--- src/rtl/packet_decoder.sv ---
// packet_decoder: rebuilds a packet word from the generator's byte stream.
// ASCII-hex framing (BINARY=0): PACKET_SIZE/4 hex chars followed by CR; LF is ignored.
// Raw binary framing (BINARY=1): PACKET_SIZE/8 bytes, no terminator.
// Optional macro PACKET_DECODER_FIELDS_EN adds registered header/footer field outputs.
// PACKET_SIZE must be a multiple of 8 and at least 128.
module packet_decoder #(
    parameter int unsigned PACKET_SIZE = 192,
    parameter bit          BINARY      = 1'b0
) (
    input  logic                            clk,
    input  logic                            reset,
    input  logic                            enable,
    input  logic [7:0]                      rx_byte,
    input  logic                            rx_valid,
    output logic [PACKET_SIZE-1:0]          packet,
    output logic                            packet_valid,
    output logic                            frame_error,
    output logic [1:0]                      error_code,
    output logic [$clog2(PACKET_SIZE/4):0]  nibble_count
`ifdef PACKET_DECODER_FIELDS_EN
    ,
    output logic [7:0]                      resolution,
    output logic [23:0]                     num_inputs,
    output logic [4:0]                      lag_auto,
    output logic [4:0]                      lag_cross,
    output logic [7:0]                      flags,
    output logic [15:0]                     tick,
    output logic [63:0]                     timestamp
`endif
);

    localparam int unsigned PW      = PACKET_SIZE;
    localparam int unsigned NIBBLES = PACKET_SIZE / 4;
    localparam int unsigned CW      = $clog2(NIBBLES) + 1;
    localparam int unsigned STEP    = BINARY ? 2 : 1;

    localparam logic [7:0] CHAR_CR = 8'h0D;
    localparam logic [7:0] CHAR_LF = 8'h0A;

    localparam logic [1:0] ERR_BAD_CHAR = 2'd1;
    localparam logic [1:0] ERR_SHORT    = 2'd2;
    localparam logic [1:0] ERR_LONG     = 2'd3;

    typedef enum logic [2:0] {
        IDLE,
        RECV,
        WAIT_EOL,
        DONE,
        DISCARD
    } state_t;

    state_t          state, state_nxt;
    logic [PW-1:0]   shreg, shreg_nxt;
    logic [PW-1:0]   packet_nxt;
    logic            packet_valid_nxt;
    logic            frame_error_nxt;
    logic [1:0]      error_code_nxt;
    logic [CW-1:0]   count_nxt;
    logic [CW-1:0]   count_inc;
    logic [4:0]      hex;
    logic            is_cr;
    logic            is_lf;

    // Returns {valid, nibble} for an ASCII hex character.
    function automatic logic [4:0] hex_decode(input logic [7:0] c);
        logic [4:0] r;
        r = 5'd0;
        if (c >= 8'h30 && c <= 8'h39) begin
            r = {1'b1, c[3:0]};
        end else if ((c >= 8'h41 && c <= 8'h46) || (c >= 8'h61 && c <= 8'h66)) begin
            r = {1'b1, 4'(c[3:0] + 4'd9)};
        end
        return r;
    endfunction

    // Character classification and saturating nibble counter increment.
    always_comb begin
        hex       = hex_decode(rx_byte);
        is_cr     = (rx_byte == CHAR_CR);
        is_lf     = (rx_byte == CHAR_LF);
        count_inc = nibble_count + CW'(STEP);
        if (count_inc >= CW'(NIBBLES)) begin
            count_inc = CW'(NIBBLES);
        end
    end

    // Next-state and next-output logic for the framing FSM.
    always_comb begin
        state_nxt        = state;
        shreg_nxt        = shreg;
        packet_nxt       = packet;
        packet_valid_nxt = 1'b0;
        frame_error_nxt  = 1'b0;
        error_code_nxt   = error_code;
        count_nxt        = nibble_count;

        if (!enable) begin
            state_nxt = IDLE;
            count_nxt = '0;
        end else begin
            case (state)
                // DONE consumes no byte, so it behaves exactly like IDLE for input.
                IDLE, DONE: begin
                    state_nxt = IDLE;
                    if (rx_valid) begin
                        if (BINARY) begin
                            shreg_nxt = PW'(rx_byte);
                            count_nxt = CW'(2);
                            state_nxt = RECV;
                        end else if (hex[4]) begin
                            shreg_nxt = PW'(hex[3:0]);
                            count_nxt = CW'(1);
                            state_nxt = RECV;
                        end
                    end
                end

                RECV: begin
                    if (rx_valid) begin
                        if (BINARY) begin
                            shreg_nxt = {shreg[PW-9:0], rx_byte};
                            count_nxt = count_inc;
                            if (count_inc == CW'(NIBBLES)) begin
                                packet_nxt       = shreg_nxt;
                                packet_valid_nxt = 1'b1;
                                count_nxt        = '0;
                                state_nxt        = DONE;
                            end
                        end else if (is_lf) begin
                            state_nxt = RECV;
                        end else if (hex[4]) begin
                            shreg_nxt = {shreg[PW-5:0], hex[3:0]};
                            count_nxt = count_inc;
                            if (count_inc == CW'(NIBBLES)) begin
                                state_nxt = WAIT_EOL;
                            end
                        end else if (is_cr) begin
                            frame_error_nxt = 1'b1;
                            error_code_nxt  = ERR_SHORT;
                            count_nxt       = '0;
                            state_nxt       = IDLE;
                        end else begin
                            frame_error_nxt = 1'b1;
                            error_code_nxt  = ERR_BAD_CHAR;
                            count_nxt       = '0;
                            state_nxt       = DISCARD;
                        end
                    end
                end

                WAIT_EOL: begin
                    if (rx_valid && !is_lf) begin
                        if (is_cr) begin
                            packet_nxt       = shreg;
                            packet_valid_nxt = 1'b1;
                            count_nxt        = '0;
                            state_nxt        = DONE;
                        end else begin
                            frame_error_nxt = 1'b1;
                            error_code_nxt  = hex[4] ? ERR_LONG : ERR_BAD_CHAR;
                            count_nxt       = '0;
                            state_nxt       = DISCARD;
                        end
                    end
                end

                DISCARD: begin
                    if (rx_valid && is_cr) begin
                        state_nxt = IDLE;
                    end
                end

                default: begin
                    state_nxt = IDLE;
                    count_nxt = '0;
                end
            endcase
        end
    end

    // State and output registers.
    always_ff @(posedge clk or posedge reset) begin
        if (reset) begin
            state        <= IDLE;
            shreg        <= '0;
            packet       <= '0;
            packet_valid <= 1'b0;
            frame_error  <= 1'b0;
            error_code   <= 2'd0;
            nibble_count <= '0;
        end else begin
            state        <= state_nxt;
            shreg        <= shreg_nxt;
            packet       <= packet_nxt;
            packet_valid <= packet_valid_nxt;
            frame_error  <= frame_error_nxt;
            error_code   <= error_code_nxt;
            nibble_count <= count_nxt;
        end
    end

`ifdef PACKET_DECODER_FIELDS_EN
    // Header/footer fields, captured on the same edge as packet.
    always_ff @(posedge clk or posedge reset) begin
        if (reset) begin
            resolution <= 8'd0;
            num_inputs <= 24'd0;
            lag_auto   <= 5'd0;
            lag_cross  <= 5'd0;
            flags      <= 8'd0;
            tick       <= 16'd0;
            timestamp  <= 64'd0;
        end else if (packet_valid_nxt) begin
            resolution <= packet_nxt[PW-1 -: 8];
            num_inputs <= packet_nxt[PW-9 -: 24] + 24'd1;
            lag_auto   <= 5'(packet_nxt[PW-33 -: 4]) + 5'd1;
            lag_cross  <= 5'(packet_nxt[PW-37 -: 4]) + 5'd1;
            flags      <= packet_nxt[PW-41 -: 8];
            tick       <= packet_nxt[PW-49 -: 16];
            timestamp  <= packet_nxt[63:0];
        end
    end
`endif

endmodule

--- config.mk ---
export PLATFORM = sky130hd
export DESIGN_NAME = packet_decoder
export DESIGN_NICKNAME = d
export VERILOG_FILES = /design/src/rtl/packet_decoder.sv
export SDC_FILE = /design/constraint.sdc
export NUM_CORES = 1
export LEC_CHECK = 0
export CAP_MARGIN = 20
export CORE_MARGIN = 3
export CORE_UTILIZATION = 40
export CTS_BUF_LIST = sky130_fd_sc_hd__clkbuf_16
export DETAILED_ROUTE_END_ITERATION = 10
export SLEW_MARGIN = 20
export SYNTH_ARGS = -nofsm -noshare
export SYNTH_HDL_FRONTEND = slang
export SYNTH_SLANG_ARGS = --single-unit
--- constraint.sdc ---
create_clock -name clk -period 33.1 [get_ports clk]
set_input_delay 6.62 -clock clk [delete_from_list [all_inputs] [get_ports clk]]
set_output_delay 6.62 -clock clk [all_outputs]
set_load 0.1 [all_outputs]
==> summary.txt <==
=================================================================================
CTS H-tree lvls                                                                 2
Ordered list of cells on the worst path                              clkdlybuf4s50_1 > or4_4 > or2_2 > nor2_1 > or4b_4 > buf_4 > buf_4 > o21ai_0
Minimum setup slack in the final design                                  22.70 ns
First-iteration detailed-routing DRC count                                    497
Site Rows                                                                      72
Class of the tightest hold or removal check                          flip-flop to flip-flop
Power Dens Cells                                                      50.0 nW/um2
Post-CTS setup buffers                                                          0
Starting utilization of the core area                                       40.7%
Share of the yosys chip area belonging to registers                         63.0%
Kind of start point of the critical path                               input port
Growth of design area from synthesis to finish                              23.8%
DIE WIDTH                                                                  205 um
Filler Cell Count                                                            3493
Maximum resistive drop on vdd                                           0.0482 mV
Synthesized area per cell                                                11.5 um2
Clock Tree Root                                                      sky130_fd_sc_hd__clkbuf_16
Static leakage power                                                      8.79 nW
Total number of nets in the final design                                     1572
Clock slew seen by the registers of the worst setup and hold paths        0.06 ns
Most frequently used flop master after synthesis                     sky130_fd_sc_hd__dfrtp_1
Maximum net fanout on the critical path                                       100
Number of instances in the placed design                                     2028
Critical path class                                                  input port to flip-flop
Number of different library cells in the post-synthesis netlist                50
Worst-path cell with the longest stage delay                         sky130_fd_sc_hd__buf_4
Global-route congestion overflow total                                          0
Skew-Pair Late Insertion Delay                                            0.56 ns
Sequential cell area                                                     9960 um2
Number of cells upsized or downsized after cts                                  0
Cell Area, Synth                                                        15800 um2
Wire length of the first global-routing pass                              56.1 mm
Critical path capture point type                                        flip-flop
Non-Filler Instances                                                         2103
Worst-margin pin slew                                                     1.09 ns
Bufs on Longest Clock Path                                                      3
Total negative setup slack                                                   0 ns
Async S/R FF share, synth                                                    100%
Count of boundary I/O pins                                                    215
RSZ-0062 raised after global routing                                        false
Worst path most repeated cell                                        sky130_fd_sc_hd__buf_4
Flop and latch count out of synthesis                                         398
Data arrival time of the worst path                                      10.79 ns
Pin count of the biggest net entering global routing                          130
Gate family responsible for the most delay along the worst path      buffers and inverters
Antenna violations before repair                                                0
Buf+Inv Stages, Crit Path                                                       3
TritonCTS Buffers                                                              43
Number of violations of the max-capacitance limit                               0
Synth Net Count                                                              1392
Hold Vio Cnt, Final                                                             0
Required time at the worst-slack endpoint                                33.49 ns
Total GRT Usage                                                             16.5%
Clock tree from TritonCTS                                                   built
Number of max-slew violations in the final report                               0
Final critical delay including setup and external delays                 10.40 ns
Via count                                                                   10217
Vias per cell                                                                4.86
Core Area                                                               38800 um2
Die Ht                                                                     205 um
Die outline area                                                        41900 um2
Routed length per placed instance                                         16.2 um
Delay of the slowest cell on the worst path                               0.84 ns
Number of sinks driven by the clock tree                                      398
Area of the multi-input gates                                            5330 um2
Share of cells above drive strength 1                                       17.0%
Number of enable flip-flop cells after synthesis                                0
Synth Warn #                                                                    0
Post-detailed-routing wire length                                         34.0 mm
Post-route clock skew                                                   0.0216 ns
Antenna diodes                                                                  0
Dpl hpwl                                                                  21.3 mm
Placement-stage worst setup slack                                        22.11 ns
Hold bufs inserted after CTS                                                    0
DRC violation count after routing                                               0
Run status                                                           complete, no violations
Via count of the first global-routing pass                                  10252
Post-detailed-route count of antenna-violating nets                             0
Ratio of final minimum period to clock period                               31.4%
PortBufs                                                                      214
Final setup violation count                                                     0
Gate count after technology mapping                                          1375
Iteration count of the initial detailed-routing pass                            4
Routability congestion estimate                                             0.746
Worst-case headroom to the max-slew limit                                   27.0%
Highest attainable clock frequency                                       96.1 MHz
=================================================================================
[cell usage in the layout, fill, tap and decap left out, types with 6 or more instances in the layout]
master,count
sky130_fd_sc_hd__inv_1,20
sky130_fd_sc_hd__buf_4,11
sky130_fd_sc_hd__clkbuf_16,45
sky130_fd_sc_hd__nand2b_1,6
sky130_fd_sc_hd__nand3_1,7
sky130_fd_sc_hd__o21ai_0,39
sky130_fd_sc_hd__nor2_1,14
sky130_fd_sc_hd__nand2_1,391
sky130_fd_sc_hd__clkdlybuf4s50_1,214
sky130_fd_sc_hd__clkinv_1,12
sky130_fd_sc_hd__mux2_2,193
sky130_fd_sc_hd__o21ai_1,161
sky130_fd_sc_hd__dfrtp_1,398
[worst min-delay path, cell delays in order (launching register included)]
cell and delay, ns:
sky130_fd_sc_hd__dfrtp_1 0.34, sky130_fd_sc_hd__nand2_1 0.04, sky130_fd_sc_hd__o21ai_0 0.06
[report_power, final]
group | internal (mW) | switching (mW) | total (mW)
Combinational | 0.00578 | 0.0252 | 0.0310
Clock | 0.268 | 0.188 | 0.456
Sequential | 0.489 | 0.00185 | 0.491
[per-layer routing]
layer  part of all wire (%)  vias up  global-route usage, %  routed length, um
met5                      0        -                      0                  0
met4                    1.5        0                   4.30                527
met3                    5.6       42                   4.27               1890
met2                     45      184                   24.8              15200
met1                     48     5011                   23.9              16400
li1                       -     4980                      -                  -
[final cells by class]
class                   count  area share [%]
multi-input cells         875            27.3
repair buffers            225            11.4
clock buffers              45            5.76
clock inverters            30            1.11
inverters                  12           0.269
well taps                 518            3.31
flip-flops and latches    398            50.9
[stage by stage]
stage	util [%]	hold WS, ns	total power [mW]	instance area (um2)
after global routing	50.4	0.514	1.02	19600
after CTS	50.4	0.495	0.994	19600
after floorplan	-	0.446	0.522	15800
after detailed placement	46.9	0.482	0.531	18200
final	50.4	0.490	0.978	19600
after global placement	46.9	0.462	0.531	18200
[worst paths after layout]
check,startpoint,to,slack (ns),cells after the start
setup reg to reg,state[2]$_DFFE_PP0P_,shreg[167]$_DFFE_PP0P_,29.49,6
setup / recovery,rx_byte[4],shreg[167]$_DFFE_PP0P_,22.70,8
hold / removal,shreg[190]$_DFFE_PP0P_,shreg[190]$_DFFE_PP0P_,0.49,2
max in group asynchronous,reset,nibble_count[5]$_DFFE_PP0P_,24.28,4
hold reg to reg,shreg[190]$_DFFE_PP0P_,shreg[190]$_DFFE_PP0P_,0.49,2
min in group asynchronous,reset,packet[59]$_DFFE_PP0P_,6.66,2
[flip-flops by register name, indices dropped and copies added (netlist names)]
name	flops
packet_valid	1
nibble_count	7
error_code	2
frame_error	1
shreg	192
packet	192
state	3
[kinds of logic (layout without fill, tap and decap cells)]
| kind of cell | count (synthesis) | in the layout | share of synthesized area [%] |
|---|---|---|---|
| compound gates | 232 | 232 | 8.00 |
| simple gates | 439 | 439 | 11.1 |
| xor+xnor | 5 | 5 | 0.277 |
| fa+ha+maj | 5 | 5 | 0.396 |
| flops | 398 | 398 | 63.0 |
| mux | 194 | 194 | 13.8 |
| buf+inv | 102 | 312 | 3.40 |
[Yosys cell counts (2+ instances only)]
cell type	n	area share, %
sky130_fd_sc_hd__a31oi_1	5	0.20
sky130_fd_sc_hd__clkbuf_1	62	1.5
sky130_fd_sc_hd__or2_2	2	0.079
sky130_fd_sc_hd__mux2_2	193	14
sky130_fd_sc_hd__buf_2	6	0.19
sky130_fd_sc_hd__nor3_1	4	0.13
sky130_fd_sc_hd__nor4_1	3	0.12
sky130_fd_sc_hd__inv_1	12	0.28
sky130_fd_sc_hd__buf_1	2	0.048
sky130_fd_sc_hd__dfrtp_1	398	63
sky130_fd_sc_hd__nand2_1	391	9.3
sky130_fd_sc_hd__o22a_1	2	0.11
sky130_fd_sc_hd__buf_6	19	1.4
sky130_fd_sc_hd__o21ai_1	160	5.1
sky130_fd_sc_hd__nand2b_1	6	0.24
sky130_fd_sc_hd__xnor2_1	3	0.17
sky130_fd_sc_hd__o41ai_1	2	0.11
sky130_fd_sc_hd__o32a_1	2	0.13
sky130_fd_sc_hd__nand3_1	8	0.25
sky130_fd_sc_hd__nor2_1	15	0.36
sky130_fd_sc_hd__o211a_1	2	0.13
sky130_fd_sc_hd__xor2_1	2	0.11
sky130_fd_sc_hd__a22oi_1	2	0.095
sky130_fd_sc_hd__a21oi_1	3	0.095
sky130_fd_sc_hd__o21ai_0	40	1.3
sky130_fd_sc_hd__o211ai_1	3	0.14
sky130_fd_sc_hd__ha_1	5	0.40
(Power assumes the default switching activity.)
